**config.mk**
```make
export PLATFORM = sky130hd
export DESIGN_NAME = uart_transmitter_flat
export DESIGN_NICKNAME = d
export VERILOG_FILES = /design/src/rtl/uart_transmitter_if.sv /design/src/rtl/uart_transmitter.sv /design/src/flat_wrapper.sv
export SDC_FILE = /design/constraint.sdc
export NUM_CORES = 1
export LEC_CHECK = 0
export BUFFER_PORTS_ARGS = -buffer_cell sky130_fd_sc_hd__buf_2
export CAP_MARGIN = 20
export CORE_ASPECT_RATIO = 0.8
export CORE_UTILIZATION = 49
export DETAILED_ROUTE_END_ITERATION = 10
export PLACE_DENSITY = 0.69
export SLEW_MARGIN = 20
export SYNTH_ARGS = -nofsm -noshare
export SYNTH_HDL_FRONTEND = slang
export SYNTH_SLANG_ARGS = --single-unit
```
**constraint.sdc**
```tcl
create_clock -name clk -period 7.2 [get_ports clk]
set_clock_uncertainty 0.15 [all_clocks]
set_input_delay 1.08 -clock clk [delete_from_list [all_inputs] [get_ports clk]]
set_output_delay 1.08 -clock clk [all_outputs]
set_load 0.05 [all_outputs]
```
**src/rtl/uart_transmitter_if.sv**
```systemverilog
// Host-side byte handshake for uart_transmitter: data plus valid/ready.
// The master drives bytes in; the slave (the transmitter) reports FIFO space.
interface uart_transmitter_if;
  logic [0:7] i_data;
  logic       i_valid;
  logic       o_ready;

  modport master (
    output i_data,
    output i_valid,
    input  o_ready
  );

  modport slave (
    input  i_data,
    input  i_valid,
    output o_ready
  );
endinterface

```
**src/rtl/uart_transmitter.sv**
```systemverilog
// FIFO-buffered asynchronous serial transmitter, 8 data bits, 1 or 2 stop bits, idle-high.
// Bytes are pushed over the valid/ready interface and framed back-to-back while the FIFO holds data.
module uart_transmitter #(
  parameter int CLKS_PER_BIT = 21813,
  parameter int FIFO_DEPTH   = 4,
  parameter int STOP_BITS    = 1
) (
  input  logic                          clk,
  input  logic                          i_reset,
  uart_transmitter_if.slave             bus_if,
  output logic                          o_tx,
  output logic                          o_busy,
  output logic [$clog2(FIFO_DEPTH):0]   o_fifo_count
);

  localparam int CW   = $clog2(CLKS_PER_BIT);
  localparam int PW   = $clog2(FIFO_DEPTH);
  localparam int CNTW = PW + 1;

  localparam logic [CW-1:0]   CNT_LAST  = CW'(CLKS_PER_BIT - 1);
  localparam logic [CNTW-1:0] DEPTH_C   = CNTW'(FIFO_DEPTH);
  localparam logic [2:0]      STOP_LAST = 3'(STOP_BITS - 1);

  if (CLKS_PER_BIT < 2) begin : g_bad_cpb
    $error("CLKS_PER_BIT must be at least 2");
  end
  if ((FIFO_DEPTH < 2) || ((FIFO_DEPTH & (FIFO_DEPTH - 1)) != 0)) begin : g_bad_depth
    $error("FIFO_DEPTH must be a power of two, at least 2");
  end
  if ((STOP_BITS != 1) && (STOP_BITS != 2)) begin : g_bad_stop
    $error("STOP_BITS must be 1 or 2");
  end

  typedef enum logic [1:0] {
    S_IDLE,
    S_START,
    S_DATA,
    S_STOP
  } state_t;

  // FIFO storage and bookkeeping
  logic [0:7]      r_mem [FIFO_DEPTH];
  logic [PW-1:0]   r_wr_ptr;
  logic [PW-1:0]   r_rd_ptr;
  logic [CNTW-1:0] r_count;

  // Serialiser state
  state_t          r_state;
  state_t          w_state_next;
  logic [CW-1:0]   r_cnt;
  logic [CW-1:0]   w_cnt_next;
  logic [2:0]      r_bit_idx;
  logic [2:0]      w_bit_idx_next;
  logic [0:7]      r_shift;
  logic [0:7]      w_shift_next;
  logic            r_tx;
  logic            w_tx_next;

  logic            w_push;
  logic            w_pop;
  logic            w_fifo_empty;
  logic            w_bit_end;

  assign bus_if.o_ready = !i_reset && (r_count < DEPTH_C);
  assign w_push         = bus_if.i_valid && bus_if.o_ready;
  assign w_fifo_empty   = (r_count == '0);
  assign w_bit_end      = (r_cnt == CNT_LAST);

  assign o_tx         = r_tx;
  assign o_busy       = (r_state != S_IDLE);
  assign o_fifo_count = r_count;

  // Full/empty come from the occupancy count, so the pointers may simply wrap.
  always_ff @(posedge clk) begin
    if (i_reset) begin
      r_wr_ptr <= '0;
      r_rd_ptr <= '0;
      r_count  <= '0;
    end else begin
      // NOTE: non-blocking assignments here so every register samples pre-edge values, regardless of statement order.
      if (w_push) r_wr_ptr <= r_wr_ptr + PW'(1);
      if (w_pop)  r_rd_ptr <= r_rd_ptr + PW'(1);
      case ({w_push, w_pop})
        2'b10:   r_count <= r_count + CNTW'(1);
        2'b01:   r_count <= r_count - CNTW'(1);
        default: r_count <= r_count;
      endcase
    end
  end

  // NOTE: storage is deliberately not reset; the count makes stale entries unreachable, and a reset-free array maps onto plain RAM.
  always_ff @(posedge clk) begin
    if (w_push) r_mem[r_wr_ptr] <= bus_if.i_data;
  end

  always_ff @(posedge clk) begin
    if (i_reset) begin
      r_state   <= S_IDLE;
      r_cnt     <= '0;
      r_bit_idx <= '0;
      r_shift   <= '0;
      r_tx      <= 1'b1;
    end else begin
      r_state   <= w_state_next;
      r_cnt     <= w_cnt_next;
      r_bit_idx <= w_bit_idx_next;
      r_shift   <= w_shift_next;
      r_tx      <= w_tx_next;
    end
  end

  always_comb begin
    // NOTE: every output gets a default first so no path through the case leaves one unassigned (which would infer a latch).
    w_state_next   = r_state;
    w_cnt_next     = w_bit_end ? '0 : r_cnt + CW'(1);
    w_bit_idx_next = r_bit_idx;
    w_shift_next   = r_shift;
    w_tx_next      = r_tx;
    w_pop          = 1'b0;

    case (r_state)
      S_IDLE: begin
        w_cnt_next = '0;
        w_tx_next  = 1'b1;
        if (!w_fifo_empty) begin
          w_pop          = 1'b1;
          w_shift_next   = r_mem[r_rd_ptr];
          w_state_next   = S_START;
          w_tx_next      = 1'b0;
          w_bit_idx_next = '0;
        end
      end

      S_START: begin
        if (w_bit_end) begin
          w_state_next   = S_DATA;
          w_tx_next      = r_shift[0];
          w_bit_idx_next = '0;
        end
      end

      S_DATA: begin
        if (w_bit_end) begin
          if (r_bit_idx == 3'd7) begin
            w_state_next   = S_STOP;
            w_tx_next      = 1'b1;
            w_bit_idx_next = '0;
          end else begin
            w_bit_idx_next = r_bit_idx + 3'd1;
            w_tx_next      = r_shift[r_bit_idx + 3'd1];
          end
        end
      end

      // The bit index doubles as the stop-bit counter, keeping the cycle counter one bit-period wide.
      S_STOP: begin
        if (w_bit_end) begin
          if (r_bit_idx == STOP_LAST) begin
            w_bit_idx_next = '0;
            if (!w_fifo_empty) begin
              w_pop        = 1'b1;
              w_shift_next = r_mem[r_rd_ptr];
              w_state_next = S_START;
              w_tx_next    = 1'b0;
            end else begin
              w_state_next = S_IDLE;
              w_tx_next    = 1'b1;
            end
          end else begin
            w_bit_idx_next = r_bit_idx + 3'd1;
          end
        end
      end

      default: begin
        w_state_next = S_IDLE;
        w_tx_next    = 1'b1;
      end
    endcase
  end

endmodule
```
**src/flat_wrapper.sv**
```systemverilog
// flat-port wrapper written by rule: the top's interface ports become plain ports
module uart_transmitter_flat 
#(
  parameter int CLKS_PER_BIT = 21813,
  parameter int FIFO_DEPTH   = 4,
  parameter int STOP_BITS    = 1
)
  (clk, i_reset, o_tx, o_busy, o_fifo_count, bus_if_i_data, bus_if_i_valid, bus_if_o_ready);
  uart_transmitter_if bus_if_i ();
  input  logic clk;
  input  logic i_reset;
  output logic o_tx;
  output logic o_busy;
  output logic [$clog2(FIFO_DEPTH):0] o_fifo_count;
  input wire logic [$bits(bus_if_i.i_data)-1:0] bus_if_i_data;
  input wire logic [$bits(bus_if_i.i_valid)-1:0] bus_if_i_valid;
  output wire logic [$bits(bus_if_i.o_ready)-1:0] bus_if_o_ready;
  assign bus_if_i.i_data = bus_if_i_data;
  assign bus_if_i.i_valid = bus_if_i_valid;
  assign bus_if_o_ready = bus_if_i.o_ready;
  uart_transmitter #(.CLKS_PER_BIT(CLKS_PER_BIT), .FIFO_DEPTH(FIFO_DEPTH), .STOP_BITS(STOP_BITS)) u_core (.clk(clk), .i_reset(i_reset), .bus_if(bus_if_i), .o_tx(o_tx), .o_busy(o_busy), .o_fifo_count(o_fifo_count));
endmodule
```
* After elaboration in Yosys (flattened, before gate mapping)
Memories as Yosys holds them, arrays and structs flattened. A register that Yosys moved wholly into a read port is not among the register bits. Cells that the tools add are included.
Storage, ports and cells: memory bits (writable) 32, bits in latches 0, memory bits (read-only) 0, memories kept 1, output and inout port bits 6, logic and storage cells 83, flip-flop bits (word level) 36
Memory list:
- u_core.r_mem | words 4, bits a word 8, rd ports 1, clocked after Yosys merged registers in 1, wr ports 1, line uart_transmitter.sv:42 | logic [0:7] r_mem [FIFO_DEPTH];
Cells by class: bitwise gates (word level) 1, reduce and logical (&&, ||, !) cells 14, equality and inequality tests 13, multiplexer cells 38, divide/modulo/power cells 0, multiply operators 0, shift-type cells 0, $lt $le $gt $ge 2, add/subtract/negate cells 6
Operators with widths (number):
- $mux W8 | 3
- $mux W3 | 6
- $mux W2 | 8
- $pmux W8 S2 | 1
- $add A15 B1 Y15 const B | 1
- $eq A15 B15 Y1 const B | 1
- $mux W1 | 14
- $pmux W3 S4 | 1
- $ne A2 B1 Y1 const B | 5
- $pmux W2 S4 | 1
- $reduce_and A4 Y1 | 2
- $add A3 B1 Y3 const B | 2
- $eq A2 B2 Y1 const B | 3
- $logic_not A3 Y1 | 2
- $pmux W3 S2 | 1
- $reduce_and A6 Y1 | 1
- $reduce_bool A2 Y1 | 3
- $add A2 B1 Y2 const B | 2
- $eq A2 B1 Y1 const B | 2
- $ge A4 B4 Y1 const B | 1
- $not A3 Y4 | 1
- $pmux W1 S4 | 1
- $bmux W1 S3 | 1
- $eq A3 B3 Y1 const B | 1
- other kinds (9) | 10

* Logic depth before layout (Yosys ltp)
Gate-level depths: netlist of the first run.
depth in word-level cells 8, gate-level depth with buffers 13

* Worst setup path before layout of the first run
No wires, ideal clock.
kind input -> register, from input port i_reset, to register u_core.r_count[2], in the netlist u_core.o_fifo_count[2], required time 6.980 ns, setup time 0.070 ns, path slack 3.900 ns, stages 9, buffers on the path 0, arrival time 3.080 ns, path through nor2_1 -> and2_1 -> inv_1 -> ha_1 -> inv_1 -> fa_1 -> xor2_1 -> or3_1 -> a21oi_1
Between the ends: longest elaborated chain between the ends 5
Ends and longest elaborated chain:
- start: declaration | line flat_wrapper.sv:11 | input logic i_reset;
- $logic_not A1 Y1 | line uart_transmitter.sv:64 | assign bus_if.o_ready = !i_reset && (r_count < DEPTH_C);
- $logic_and A1 B1 Y1 | line uart_transmitter.sv:64
- $logic_and A1 B1 Y1 | line uart_transmitter.sv:65 | assign w_push = bus_if.i_valid && bus_if.o_ready;
- $eq A2 B1 Y1 / $eq A2 B2 Y1 (equally long branches) | line uart_transmitter.sv:83 | case ({w_push, w_pop})
- $pmux W3 S2 / $reduce_bool A2 Y1 (equally long branches)
- end signal: assignment | line uart_transmitter.sv:84 | 2'b10: r_count <= r_count + CNTW'(1);
- end signal: assignment | line uart_transmitter.sv:85 | 2'b01: r_count <= r_count - CNTW'(1);
- end signal: assignment | line uart_transmitter.sv:86 | default: r_count <= r_count;
- end: declaration | line uart_transmitter.sv:45 | logic [CNTW-1:0] r_count;
Several ways; a longest one is shown, not always the timed one. A chain may end at the register's enable or synchronous reset.

* Worst setup path in the final report of the first run
from register u_core.r_cnt[3], to register u_core.r_count[2], in the netlist u_core.o_fifo_count[2]
Between the ends: longest elaborated chain between the ends 5
Ends and longest elaborated chain:
- start: declaration | line uart_transmitter.sv:50 | logic [CW-1:0] r_cnt;
- start signal: assignment | line uart_transmitter.sv:105 | r_cnt <= w_cnt_next;
- $eq A15 B15 Y1 * | line uart_transmitter.sv:67 | assign w_bit_end = (r_cnt == CNT_LAST);
- $mux W1 * | line uart_transmitter.sv:157 | if (w_bit_end) begin
- $pmux W1 S2 * | line uart_transmitter.sv:121 | case (r_state)
- named net u_core.w_pop | line uart_transmitter.sv:60 | logic w_pop;
- $eq A2 B1 Y1 / $eq A2 B2 Y1 (equally long branches) | line uart_transmitter.sv:83
- $pmux W3 S2 / $reduce_bool A2 Y1 (equally long branches)
Mark *: on every way through the listed nets, which the timed path passes. The rest lies on a longest branch.

==> results of run 1 <==
[Yosys cell counts, types with 2 or more instances]
cell,instances,area (um^2)
mux2i_1,15,150.1
nor2_1,36,135.1
nand2_1,9,33.78
and3_1,6,37.54
or3_1,2,12.51
nand4b_1,2,17.52
nand2b_1,4,25.02
buf_1,2,7.510
mux4_2,8,180.2
edfxtp_1,32,960.9
a21oi_1,8,40.04
clkbuf_1,3,11.26
xor2_1,10,87.58
nand3_1,8,40.04
o21ai_0,5,25.02
xnor2_1,6,52.55
nor3_1,4,20.02
nand4_1,2,12.51
nor3b_1,2,15.01
mux2_2,2,22.52
inv_1,17,63.81
ha_1,15,187.7
nor2b_1,3,18.77
dfxtp_1,38,760.7
[state kept, by name (all words and copies together), names as in the netlist, named ones only]
signal / flops
u_core.r_cnt: 15
u_core.r_wr_ptr: 2
u_core.o_fifo_count: 3
u_core.o_tx: 1
u_core.r_shift: 8
u_core.r_state: 2
u_core.r_bit_idx: 3
u_core.r_rd_ptr: 2
u_core.r_mem: 32
[cell usage in the layout, fill, tap and decap left out, types with 2 or more instances in the layout]
cell,Yosys,layout
mux2i_1,15,15
a21oi_1,8,8
nor3b_1,2,2
clkinvlp_4,0,2
clkinv_4,0,2
nor3_1,4,4
nand3_1,8,8
xnor2_1,6,6
ha_1,15,15
edfxtp_1,32,32
and3_1,6,6
nand4b_1,2,2
nand4_1,2,2
mux2_2,2,2
nor2b_1,3,3
mux4_2,8,8
xor2_1,10,10
or3_1,2,2
o21ai_0,5,5
buf_2,1,16
clkbuf_8,0,9
nor2_1,36,36
inv_1,17,17
nand2_1,9,9
nand2b_1,4,4
dfxtp_1,38,38
[per-layer routing]
layer / GRT usage, % / wire [um] / vias to the layer above / part of all wire, %
li1: - / - / 953 / -
met1: 21.97 / 2400 / 859 / 49
met2: 26.68 / 2206 / 28 / 45
met3: 6.250 / 205 / 10 / 4.2
met4: 6.878 / 83 / 0 / 1.7
met5: 0 / 0 / - / 0
[power by group]
| group | leakage (nW) | switching (mW) | internal (mW) |
|---|---|---|---|
| Clock | 0.0931 | 0.149 | 0.162 |
| Sequential | 0.599 | 0.0524 | 0.475 |
| Combinational | 0.537 | 0.232 | 0.182 |
| Total | 1.23 | 0.433 | 0.819 |
[logic make-up after synthesis]
group | Yosys count
buffers and inverters | 25
AOI/OAI and AO/OA | 21
xor gates and xnor gates | 16
muxes | 25
and+or+nand+nor | 85
DFF | 70
adders and majority gates | 16
[stage by stage]
| stage | hold WS, ns | instance area, um^2 |
|---|---|---|
| after floorplan | 0.2911 | 3097 |
| after global placement | 0.3038 | 3236 |
| after detailed placement | 0.3123 | 3236 |
| after CTS | 0.3292 | 3435 |
| after global routing | 0.3493 | 3435 |
| final | 0.3212 | 3435 |
[area by class of cell]
type	instances	area, um^2	share of cell area (%)
Tap cell	81	101.3	2.951
Clock buffer	10	127.6	3.716
Multi-Input combinational cell	163	1269	36.94
Timing Repair Buffer	16	80.08	2.332
Sequential cell	70	1722	50.13
Inverter	17	63.81	1.858
Clock inverter	6	71.32	2.077
[worst paths after layout]
| path | slack, ns | from | to |
|---|---|---|---|
| worst max register to register | 3.97 | u_core.r_cnt[3] | u_core.o_fifo_count[2] |
| worst min register to register | 0.32 | u_core.o_tx | u_core.o_tx |
| worst max-delay path | 3.97 | u_core.r_cnt[3] | u_core.o_fifo_count[2] |
| worst min-delay path | 0.32 | u_core.o_tx | u_core.o_tx |
[worst max-delay path: cells and delay by family (launching register included)]
kind / cells / cell delay (ns)
AOI/OAI and AO/OA: 2 / 0.35
xor gates and xnor gates: 1 / 0.16
adders and majority gates: 2 / 0.60
buffers and inverters: 1 / 0.06
DFF: 1 / 0.35
and+or+nand+nor: 4 / 1.48
==> impl_metrics.prom, run 1 <==
# TYPE chip_impl_metric gauge
chip_impl_metric{name="post_cts_resize_count",unit=""} 0
chip_impl_metric{name="hold_viol",unit=""} 0
chip_impl_metric{name="min_delay_path_depth",unit=""} 2
chip_impl_metric{name="die_area",unit="mm^2"} 0.006644
chip_impl_metric{name="final_period_minus_worst_setup_slack",unit="ns"} 3.226
chip_impl_metric{name="synthCells",unit=""} 258
chip_impl_metric{name="reg2reg_depth",unit=""} 10
chip_impl_metric{name="drtAntennaViolNets",unit=""} 0
chip_impl_info{name="ctsRootBufferMaster",value="clkbuf_8"} 1
chip_impl_metric{name="cts.reportedPaths.clkPinSlew",unit="ns"} 0.07
chip_impl_metric{name="clk_latency",unit="ns"} 0.35
chip_impl_info{name="cts_tree",value="yes"} 1
chip_impl_info{name="status",value="complete, no violations"} 1
chip_impl_metric{name="detailedPlace.worstSlack",unit="ns"} 3.814
chip_impl_metric{name="detail_route.iter0.violations",unit=""} 76
chip_impl_metric{name="relSlewSlack",unit="%"} 62.04
chip_impl_metric{name="routedWlPerCell",unit="um"} 13.49
chip_impl_metric{name="post_drt_via_cell_ratio",unit=""} 5.096
chip_impl_metric{name="drive_above_1_share",unit="%"} 17.02
chip_impl_metric{name="max_incr_delay_on_cp",unit="ns"} 0.55
chip_impl_metric{name="die_span_in_y",unit="um"} 73.11
chip_impl_metric{name="final.setup.worst_slack",unit="ns"} 3.974
chip_impl_metric{name="globalRouteTotalUtil",unit="%"} 17.14
chip_impl_metric{name="drc",unit=""} 0
chip_impl_metric{name="port_buffers",unit=""} 16
chip_impl_metric{name="io-pin-count",unit=""} 17
chip_impl_metric{name="cellLeakagePower",unit="nW"} 1.229
chip_impl_metric{name="gpl.final_weighted_congestion",unit=""} 0.7804
chip_impl_metric{name="synth-async-reset-ratio",unit="%"} 0
chip_impl_info{name="ys_dominant_reg_cell",value="dfxtp_1"} 1
chip_impl_metric{name="h-tree-depth",unit=""} 3
chip_impl_info{name="crit_path_top_delay_cell",value="or4_4"} 1
chip_impl_metric{name="post-route-util",unit="%"} 57.19
chip_impl_info{name="path_cells",value="or4_4 > nor4_4 > a31oi_1 > nor3_2 > ha_1 > inv_1 > fa_1 > xor2_1 > or3_1 > a21oi_1"} 1
chip_impl_metric{name="initial_utilization",unit="%"} 51.56
chip_impl_metric{name="first_pass_grt_wire_length",unit="mm"} 8.473
chip_impl_metric{name="maxCapViolations",unit=""} 0
chip_impl_metric{name="cts_post_setup_buffers_inserted",unit=""} 0
chip_impl_metric{name="dr.pass1.iters",unit=""} 4
chip_impl_info{name="crit_path_end_kind",value="register"} 1
chip_impl_metric{name="n_antenna_cell",unit=""} 0
chip_impl_info{name="worst_hold_path_type",value="reg -> reg"} 1
chip_impl_metric{name="number_of_clock_buffers_inserted_by_tritoncts",unit=""} 9
chip_impl_metric{name="post_synth_simple_gate_area",unit="%"} 14.22
chip_impl_metric{name="ir_worst_vdd",unit="mV"} 0.1621
chip_impl_metric{name="mappedNetlistArea",unit="mm^2"} 0.003097
chip_impl_info{name="cp-start-kind",value="register"} 1
chip_impl_metric{name="setup-violations-final",unit=""} 0
chip_impl_metric{name="grt_max_degree",unit=""} 25
chip_impl_metric{name="synth_compound_area_share",unit="%"} 4.121
chip_impl_metric{name="synth_xor_area_share",unit="%"} 4.525
chip_impl_metric{name="nFillCells",unit=""} 508
chip_impl_metric{name="clkSinkCount",unit=""} 70
chip_impl_metric{name="number_of_flops_mapped_to_enable_cells_by_yosys",unit=""} 32
chip_impl_metric{name="via_count_of_the_first_global_routing_pass",unit=""} 1793
chip_impl_metric{name="cp.arrival",unit="ns"} 3.35
chip_impl_metric{name="total_length_of_routed_wires",unit="mm"} 4.896
chip_impl_metric{name="crit_path_max_fanout",unit=""} 6
chip_impl_metric{name="grt_antenna_before_repair",unit=""} 0
chip_impl_metric{name="maxSlewViolCount",unit=""} 0
chip_impl_metric{name="netlist-cell-type-count",unit=""} 43
chip_impl_metric{name="fin_setup_tns",unit="ns"} 0
chip_impl_metric{name="yosys_warnings",unit=""} 0
chip_impl_metric{name="number_of_cells_in_the_design_after_placement",unit=""} 347
chip_impl_metric{name="layoutNonFillerInstCount",unit=""} 363
chip_impl_metric{name="max_clock_freq",unit="GHz"} 0.3099
chip_impl_metric{name="die_x",unit="um"} 90.88
chip_impl_metric{name="least_margin_pin_slew",unit="ns"} 0.5686
chip_impl_metric{name="synth_adder_area_share",unit="%"} 6.707
chip_impl_metric{name="mappedNetlistNets",unit=""} 285
chip_impl_metric{name="synth_area_per_cell",unit="um^2"} 12.00
chip_impl_metric{name="power.density",unit="mW/mm^2"} 364.7
chip_impl_metric{name="design.core.area",unit="mm^2"} 0.006006
chip_impl_metric{name="clock_path_buffers",unit=""} 2
chip_impl_metric{name="via_count",unit=""} 1850
chip_impl_metric{name="layout_worst_path_cycle_share",unit="%"} 44.81
chip_impl_info{name="setup.worst_path.class",value="reg -> reg"} 1
chip_impl_metric{name="detailedPlacementHpwl",unit="mm"} 3.508
chip_impl_metric{name="timing.critical_path.required",unit="ns"} 7.32
chip_impl_metric{name="muxShareOfSynthArea",unit="%"} 11.39
chip_impl_metric{name="cts-hold-fix-buffers",unit=""} 0
chip_impl_metric{name="ys_seq_area_share",unit="%"} 55.60
chip_impl_metric{name="design_power_total",unit="mW"} 1.252
chip_impl_info{name="grt_setup_unrepaired",value="no"} 1
chip_impl_metric{name="final_nets",unit=""} 304
chip_impl_info{name="synth_top_family_by_area",value="simple AND/OR/NAND/NOR gates"} 1
chip_impl_metric{name="row_count",unit=""} 25
chip_impl_metric{name="synth.ff_latch_count",unit=""} 70
chip_impl_metric{name="globalRoute.totalOverflow",unit=""} 0
chip_impl_metric{name="syn2layout_area_growth",unit="%"} 10.91
Power figures use the tool's default switching activity.
==> run 2, diff against run 1 <==
==> constraint.sdc (replaced) <==
create_clock -name clk -period 3.06 [get_ports clk]
set_clock_uncertainty 0.15 [all_clocks]
set_input_delay 0.459 -clock clk [delete_from_list [all_inputs] [get_ports clk]]
set_output_delay 0.459 -clock clk [all_outputs]
set_load 0.05 [all_outputs]
==> impl_metrics.prom, run 2 (synthesis gave the netlist of run 1 again) <==
# TYPE chip_impl_metric gauge
chip_impl_metric{name="final_design_area_no_fill",unit="mm^2"} 0.003525
chip_impl_metric{name="cts-hold-fix-buffers",unit=""} 0
chip_impl_metric{name="final_nets",unit=""} 311
chip_impl_info{name="crit_path_end_kind",value="register"} 1
chip_impl_metric{name="cts.reportedPaths.clkPinSlew",unit="ns"} 0.08
chip_impl_metric{name="nFillCells",unit=""} 516
chip_impl_metric{name="clkSinkCount",unit=""} 70
chip_impl_metric{name="dpl_cell_area",unit="mm^2"} 0.003266
chip_impl_metric{name="n_antenna_cell",unit=""} 0
chip_impl_info{name="layout_top_registers",value="u_core.r_mem x32, u_core.r_cnt x15, u_core.r_shift x8"} 1
chip_impl_metric{name="port_buffers",unit=""} 16
chip_impl_metric{name="die_x",unit="um"} 90.88
chip_impl_metric{name="drc",unit=""} 0
chip_impl_metric{name="relSlewSlack",unit="%"} 62.25
chip_impl_metric{name="io-pin-count",unit=""} 17
chip_impl_metric{name="grt_antenna_before_repair",unit=""} 0
chip_impl_metric{name="total_length_of_routed_wires",unit="mm"} 5.031
chip_impl_metric{name="design.core.area",unit="mm^2"} 0.006006
chip_impl_metric{name="layout_worst_path_cycle_share",unit="%"} 97.76
chip_impl_metric{name="number_of_clock_buffers_inserted_by_tritoncts",unit=""} 9
chip_impl_metric{name="via_count_of_the_first_global_routing_pass",unit=""} 1704
chip_impl_metric{name="number_of_cells_in_the_design_after_placement",unit=""} 351
chip_impl_metric{name="hold_viol",unit=""} 0
chip_impl_metric{name="post_drt_via_cell_ratio",unit=""} 5.084
chip_impl_metric{name="drive_above_1_share",unit="%"} 20.07
chip_impl_metric{name="reg2reg_depth",unit=""} 10
chip_impl_metric{name="dr.pass1.iters",unit=""} 4
chip_impl_metric{name="detailedPlace.worstSlack",unit="ns"} 0.1098
chip_impl_metric{name="design_power_total",unit="mW"} 3.110
chip_impl_metric{name="max_clock_freq",unit="GHz"} 0.3343
chip_impl_info{name="cp-start-kind",value="register"} 1
chip_impl_info{name="largest_register",value="u_core.r_mem"} 1
chip_impl_info{name="setup.worst_path.class",value="reg -> reg"} 1
chip_impl_metric{name="row_count",unit=""} 25
chip_impl_metric{name="first_pass_grt_wire_length",unit="mm"} 8.349
chip_impl_metric{name="gpl.final_weighted_congestion",unit=""} 0.7880
chip_impl_metric{name="syn2layout_area_growth",unit="%"} 13.82
chip_impl_metric{name="ir_worst_vdd",unit="mV"} 0.4631
chip_impl_metric{name="largest_register_ff_count",unit=""} 32
chip_impl_metric{name="layoutNonFillerInstCount",unit=""} 370
chip_impl_metric{name="setup-violations-final",unit=""} 0
chip_impl_metric{name="timing.critical_path.required",unit="ns"} 3.20
chip_impl_metric{name="detail_route.iter0.violations",unit=""} 122
chip_impl_metric{name="final_period_minus_worst_setup_slack",unit="ns"} 2.992
chip_impl_metric{name="drtAntennaViolNets",unit=""} 0
chip_impl_metric{name="power.density",unit="mW/mm^2"} 882.3
chip_impl_metric{name="post-route-util",unit="%"} 58.69
chip_impl_metric{name="die_span_in_y",unit="um"} 73.11
chip_impl_metric{name="fin_setup_tns",unit="ns"} 0
chip_impl_metric{name="cp.arrival",unit="ns"} 3.13
chip_impl_metric{name="hold_ws",unit="ns"} 0.1742
chip_impl_metric{name="worst-path-stages",unit=""} 10
chip_impl_metric{name="globalRouteTotalUtil",unit="%"} 16.96
chip_impl_metric{name="min_delay_path_depth",unit=""} 1
chip_impl_info{name="crit_path_top_delay_cell",value="or4_4"} 1
chip_impl_metric{name="die_area",unit="mm^2"} 0.006644
chip_impl_metric{name="cellLeakagePower",unit="nW"} 1.287
chip_impl_metric{name="maxCapViolations",unit=""} 0
chip_impl_metric{name="final.setup.worst_slack",unit="ns"} 0.06846
chip_impl_info{name="path_cells",value="or4_4 > nor4_4 > a31oi_2 > nor3_2 > ha_2 > inv_1 > fa_1 > xor2_1 > or3_1 > a21oi_1"} 1
chip_impl_metric{name="crit_path_max_fanout",unit=""} 5
chip_impl_info{name="path_delay_family",value="simple AND/OR/NAND/NOR gates"} 1
chip_impl_info{name="mostFrequentLayoutCells",value="38 x dfxtp_1, 36 x nor2_1, 32 x edfxtp_1"} 1
chip_impl_metric{name="h-tree-depth",unit=""} 3
chip_impl_metric{name="initial_utilization",unit="%"} 51.56
chip_impl_metric{name="grt_max_degree",unit=""} 24
chip_impl_metric{name="via_count",unit=""} 1881
chip_impl_metric{name="detailedPlacementHpwl",unit="mm"} 3.478
chip_impl_metric{name="least_margin_pin_slew",unit="ns"} 0.5654
chip_impl_metric{name="clock_path_buffers",unit=""} 2
chip_impl_metric{name="routedWlPerCell",unit="um"} 13.60
chip_impl_info{name="cts_tree",value="yes"} 1
chip_impl_info{name="layout.cells.most_common",value="dfxtp_1"} 1
chip_impl_info{name="worst_hold_path_type",value="in -> reg"} 1
chip_impl_metric{name="clk_latency",unit="ns"} 0.35
chip_impl_metric{name="critical_path.n_buffers_inverters",unit=""} 1
chip_impl_info{name="ctsRootBufferMaster",value="clkbuf_8"} 1
chip_impl_metric{name="max_incr_delay_on_cp",unit="ns"} 0.56
chip_impl_info{name="status",value="complete, no violations"} 1
chip_impl_metric{name="maxSlewViolCount",unit=""} 0
chip_impl_metric{name="globalRoute.totalOverflow",unit=""} 0
run 2: worst paths after layout:
path                                       start                      to  slack (ns)
worst min-delay path            bus_if_i_data[3]      u_core.r_mem[3][3]        0.17
worst max register to register   u_core.r_cnt[3]  u_core.o_fifo_count[2]        0.07
worst min register to register       u_core.o_tx             u_core.o_tx        0.32
worst max-delay path             u_core.r_cnt[3]  u_core.o_fifo_count[2]        0.07
run 2: timing repair:
item | in CTS | in global routing
setup endpoints to repair | 0 | 1
setup buffers | 0 | 3
resized for setup | 0 | 2
run 2: report_power, final:
part | leakage [nW] | total (mW) | internal [mW] | switching [mW]
Sequential | 0.599 | 1.23 | 1.12 | 0.115
Clock | 0.115 | 0.831 | 0.470 | 0.361
Combinational | 0.572 | 1.05 | 0.476 | 0.570
Total | 1.29 | 3.11 | 2.06 | 1.05
run 2: layout make-up:
class	count	area, um^2	share of cell area (%)
repair buffers	23	132.6	3.763
multi-input cells	163	1277	36.24
inverters	17	63.81	1.810
clock buffers	9	123.9	3.514
flip-flops and latches	70	1722	48.85
clock inverters	7	103.9	2.946
well taps	81	101.3	2.875
run 2: layer usage:
layer / up-vias / track usage, % / wire [um] / part of all wire, %
met5: - / 0 / 0 / 0
met4: 0 / 6.878 / 63 / 1.3
met3: 8 / 5.938 / 198 / 3.9
met2: 29 / 24.49 / 2276 / 45
met1: 887 / 23.42 / 2493 / 50
li1: 957 / - / - / -
==> run 3, diff against run 2 <==
--- a/config.mk
+++ b/config.mk
@@ -7,10 +7,12 @@
 export LEC_CHECK = 0
 export BUFFER_PORTS_ARGS = -buffer_cell sky130_fd_sc_hd__buf_2
 export CAP_MARGIN = 20
+export CELL_PAD_IN_SITES_DETAIL_PLACEMENT = 0
+export CELL_PAD_IN_SITES_GLOBAL_PLACEMENT = 1
 export CORE_ASPECT_RATIO = 0.8
 export CORE_UTILIZATION = 49
 export DETAILED_ROUTE_END_ITERATION = 10
-export PLACE_DENSITY = 0.69
+export PLACE_DENSITY = 0.81
 export SLEW_MARGIN = 20
 export SYNTH_ARGS = -nofsm -noshare
 export SYNTH_HDL_FRONTEND = slang
==> impl_metrics.prom, run 3 (synthesis gave the netlist of run 1 again) <==
# TYPE chip_impl_metric gauge
chip_impl_info{name="layout.cells.most_common",value="dfxtp_1"} 1
chip_impl_metric{name="max_clock_freq",unit="GHz"} 0.3479
chip_impl_metric{name="gpl.final_weighted_congestion",unit=""} 0.7280
chip_impl_metric{name="ir_worst_vdd",unit="mV"} 0.3873
chip_impl_metric{name="grt_max_degree",unit=""} 24
chip_impl_info{name="status",value="complete, no violations"} 1
chip_impl_metric{name="number_of_cells_in_the_design_after_placement",unit=""} 352
chip_impl_metric{name="n_antenna_cell",unit=""} 0
chip_impl_metric{name="setup-violations-final",unit=""} 0
chip_impl_metric{name="timing.critical_path.required",unit="ns"} 3.18
chip_impl_metric{name="hold_viol",unit=""} 0
chip_impl_metric{name="post-route-util",unit="%"} 57.56
chip_impl_metric{name="least_margin_pin_slew",unit="ns"} 0.5753
chip_impl_metric{name="design_power_total",unit="mW"} 2.915
chip_impl_info{name="cts_tree",value="yes"} 1
chip_impl_metric{name="die_area",unit="mm^2"} 0.006644
chip_impl_metric{name="routedWlPerCell",unit="um"} 13.45
chip_impl_metric{name="cts-hold-fix-buffers",unit=""} 0
chip_impl_metric{name="globalRouteTotalUtil",unit="%"} 16.64
chip_impl_info{name="crit_path_end_kind",value="register"} 1
chip_impl_info{name="worst_hold_path_type",value="in -> reg"} 1
chip_impl_metric{name="post_cts_resize_count",unit=""} 0
chip_impl_metric{name="h-tree-depth",unit=""} 3
chip_impl_info{name="mostFrequentLayoutCells",value="38 x dfxtp_1, 36 x nor2_1, 32 x edfxtp_1"} 1
chip_impl_metric{name="via_count",unit=""} 1860
chip_impl_metric{name="nFillCells",unit=""} 526
chip_impl_info{name="top_layer_used",value="met4"} 1
chip_impl_metric{name="drt-met1-wl",unit="mm"} 2.618
chip_impl_metric{name="number_of_clock_buffers_inserted_by_tritoncts",unit=""} 9
chip_impl_metric{name="maxCapViolations",unit=""} 0
chip_impl_metric{name="via_count_of_the_first_global_routing_pass",unit=""} 1686
chip_impl_metric{name="final_nets",unit=""} 309
chip_impl_metric{name="post_drt_via_cell_ratio",unit=""} 5.054
chip_impl_info{name="ctsRootBufferMaster",value="clkbuf_8"} 1
chip_impl_metric{name="critical_path.n_buffers_inverters",unit=""} 1
chip_impl_metric{name="maxSlewViolCount",unit=""} 0
chip_impl_info{name="layout_top_registers",value="u_core.r_mem x32, u_core.r_cnt x15, u_core.r_shift x8"} 1
chip_impl_metric{name="first_pass_grt_wire_length",unit="mm"} 8.266
chip_impl_metric{name="fin_setup_tns",unit="ns"} 0
chip_impl_metric{name="cts.reportedPaths.clkPinSlew",unit="ns"} 0.08
chip_impl_metric{name="layout_worst_path_cycle_share",unit="%"} 93.93
chip_impl_metric{name="max_incr_delay_on_cp",unit="ns"} 0.56
chip_impl_metric{name="total_length_of_routed_wires",unit="mm"} 4.951
chip_impl_metric{name="drtAntennaViolNets",unit=""} 0
chip_impl_metric{name="port_buffers",unit=""} 16
chip_impl_metric{name="met3RoutedLength",unit="um"} 151
chip_impl_metric{name="row_count",unit=""} 25
chip_impl_info{name="setup.worst_path.class",value="reg -> reg"} 1
chip_impl_info{name="path_delay_family",value="simple AND/OR/NAND/NOR gates"} 1
chip_impl_metric{name="globalRoute.totalOverflow",unit=""} 0
chip_impl_metric{name="dpl_cell_area",unit="mm^2"} 0.003273
chip_impl_metric{name="relSlewSlack",unit="%"} 61.35
chip_impl_metric{name="clock_path_buffers",unit=""} 2
chip_impl_info{name="crit_path_top_delay_cell",value="or4_4"} 1
chip_impl_info{name="cp-start-kind",value="register"} 1
chip_impl_metric{name="power.density",unit="mW/mm^2"} 843.1
chip_impl_metric{name="cts_post_setup_buffers_inserted",unit=""} 0
chip_impl_metric{name="dr.pass1.iters",unit=""} 4
chip_impl_metric{name="cp.arrival",unit="ns"} 2.99
chip_impl_metric{name="detailedPlacementHpwl",unit="mm"} 3.408
chip_impl_metric{name="largest_register_ff_count",unit=""} 32
chip_impl_metric{name="crit_path_max_fanout",unit=""} 5
chip_impl_info{name="path_cells",value="or4_4 > nor4_4 > a31oi_2 > nor3_2 > ha_1 > inv_1 > fa_1 > xor2_1 > or3_1 > a21oi_1"} 1
chip_impl_metric{name="die_span_in_y",unit="um"} 73.11
chip_impl_info{name="grt_setup_unrepaired",value="no"} 1
chip_impl_metric{name="initial_utilization",unit="%"} 51.56
chip_impl_metric{name="cellLeakagePower",unit="nW"} 1.257
chip_impl_metric{name="syn2layout_area_growth",unit="%"} 11.64
chip_impl_info{name="largest_register",value="u_core.r_mem"} 1
chip_impl_metric{name="final_period_minus_worst_setup_slack",unit="ns"} 2.874
chip_impl_metric{name="grt_antenna_before_repair",unit=""} 0
chip_impl_metric{name="drc",unit=""} 0
chip_impl_metric{name="drive_above_1_share",unit="%"} 19.16
chip_impl_metric{name="detail_route.iter0.violations",unit=""} 66
chip_impl_metric{name="design.core.area",unit="mm^2"} 0.006006
chip_impl_metric{name="die_x",unit="um"} 90.88
chip_impl_metric{name="clkSinkCount",unit=""} 70
chip_impl_metric{name="clk_latency",unit="ns"} 0.34
chip_impl_metric{name="met2_wirelength",unit="mm"} 2.158
chip_impl_metric{name="io-pin-count",unit=""} 17
chip_impl_metric{name="final_design_area_no_fill",unit="mm^2"} 0.003457
chip_impl_metric{name="layoutNonFillerInstCount",unit=""} 368
run 3: cell count changes in the layout (fill, tap and decap cells not counted):
cell | previous run | this run
buf_4 | 7 | 5
bufinv_16 | 2 | 0
clkinv_2 | 0 | 2
clkinv_4 | 2 | 1
ha_1 | 14 | 15
ha_2 | 1 | 0
inv_6 | 3 | 4
run 3: final cells by class:
class	instances	area [um^2]	share of cell area, %
clock buffer	9	123.9	3.583
clock inverter	7	53.80	1.556
inverter	17	63.81	1.846
multi-input combinational	163	1275	36.88
sequential	70	1722	49.80
tap	81	101.3	2.932
timing repair buffer	21	117.6	3.402
run 3: worst paths after layout:
path,from,endpoint,slack (ns),cells after the start
worst max-delay path,u_core.r_cnt[3],u_core.o_fifo_count[2],0.19,10
worst min-delay path,bus_if_i_data[6],u_core.r_mem[2][6],0.19,1
worst max register to register,u_core.r_cnt[3],u_core.o_fifo_count[2],0.19,10
worst min register to register,u_core.o_tx,u_core.o_tx,0.32,2
run 3: metal layers:
layer  vias to the layer above  GRT usage (%)
met1                       875          23.37
met5                         -              0
met4                         0          6.349
met3                         2          5.625
met2                        27          23.91
li1                        956              -
run 3: per-stage QoR:
step,setup WS [ns],hold slack [ns]
after floorplan,0.1292,0.2911
after global placement,0.1918,0.2925
after detailed placement,0.1103,0.3071
after CTS,0.06945,0.1676
after global routing,0.004730,0.1643
final,0.1857,0.1876
run 3: report_power, final:
part	leakage (nW)	switching [mW]	internal, mW
clock network	0.0948	0.362	0.304
logic	0.563	0.566	0.454
registers	0.599	0.112	1.12
total	1.26	1.04	1.88
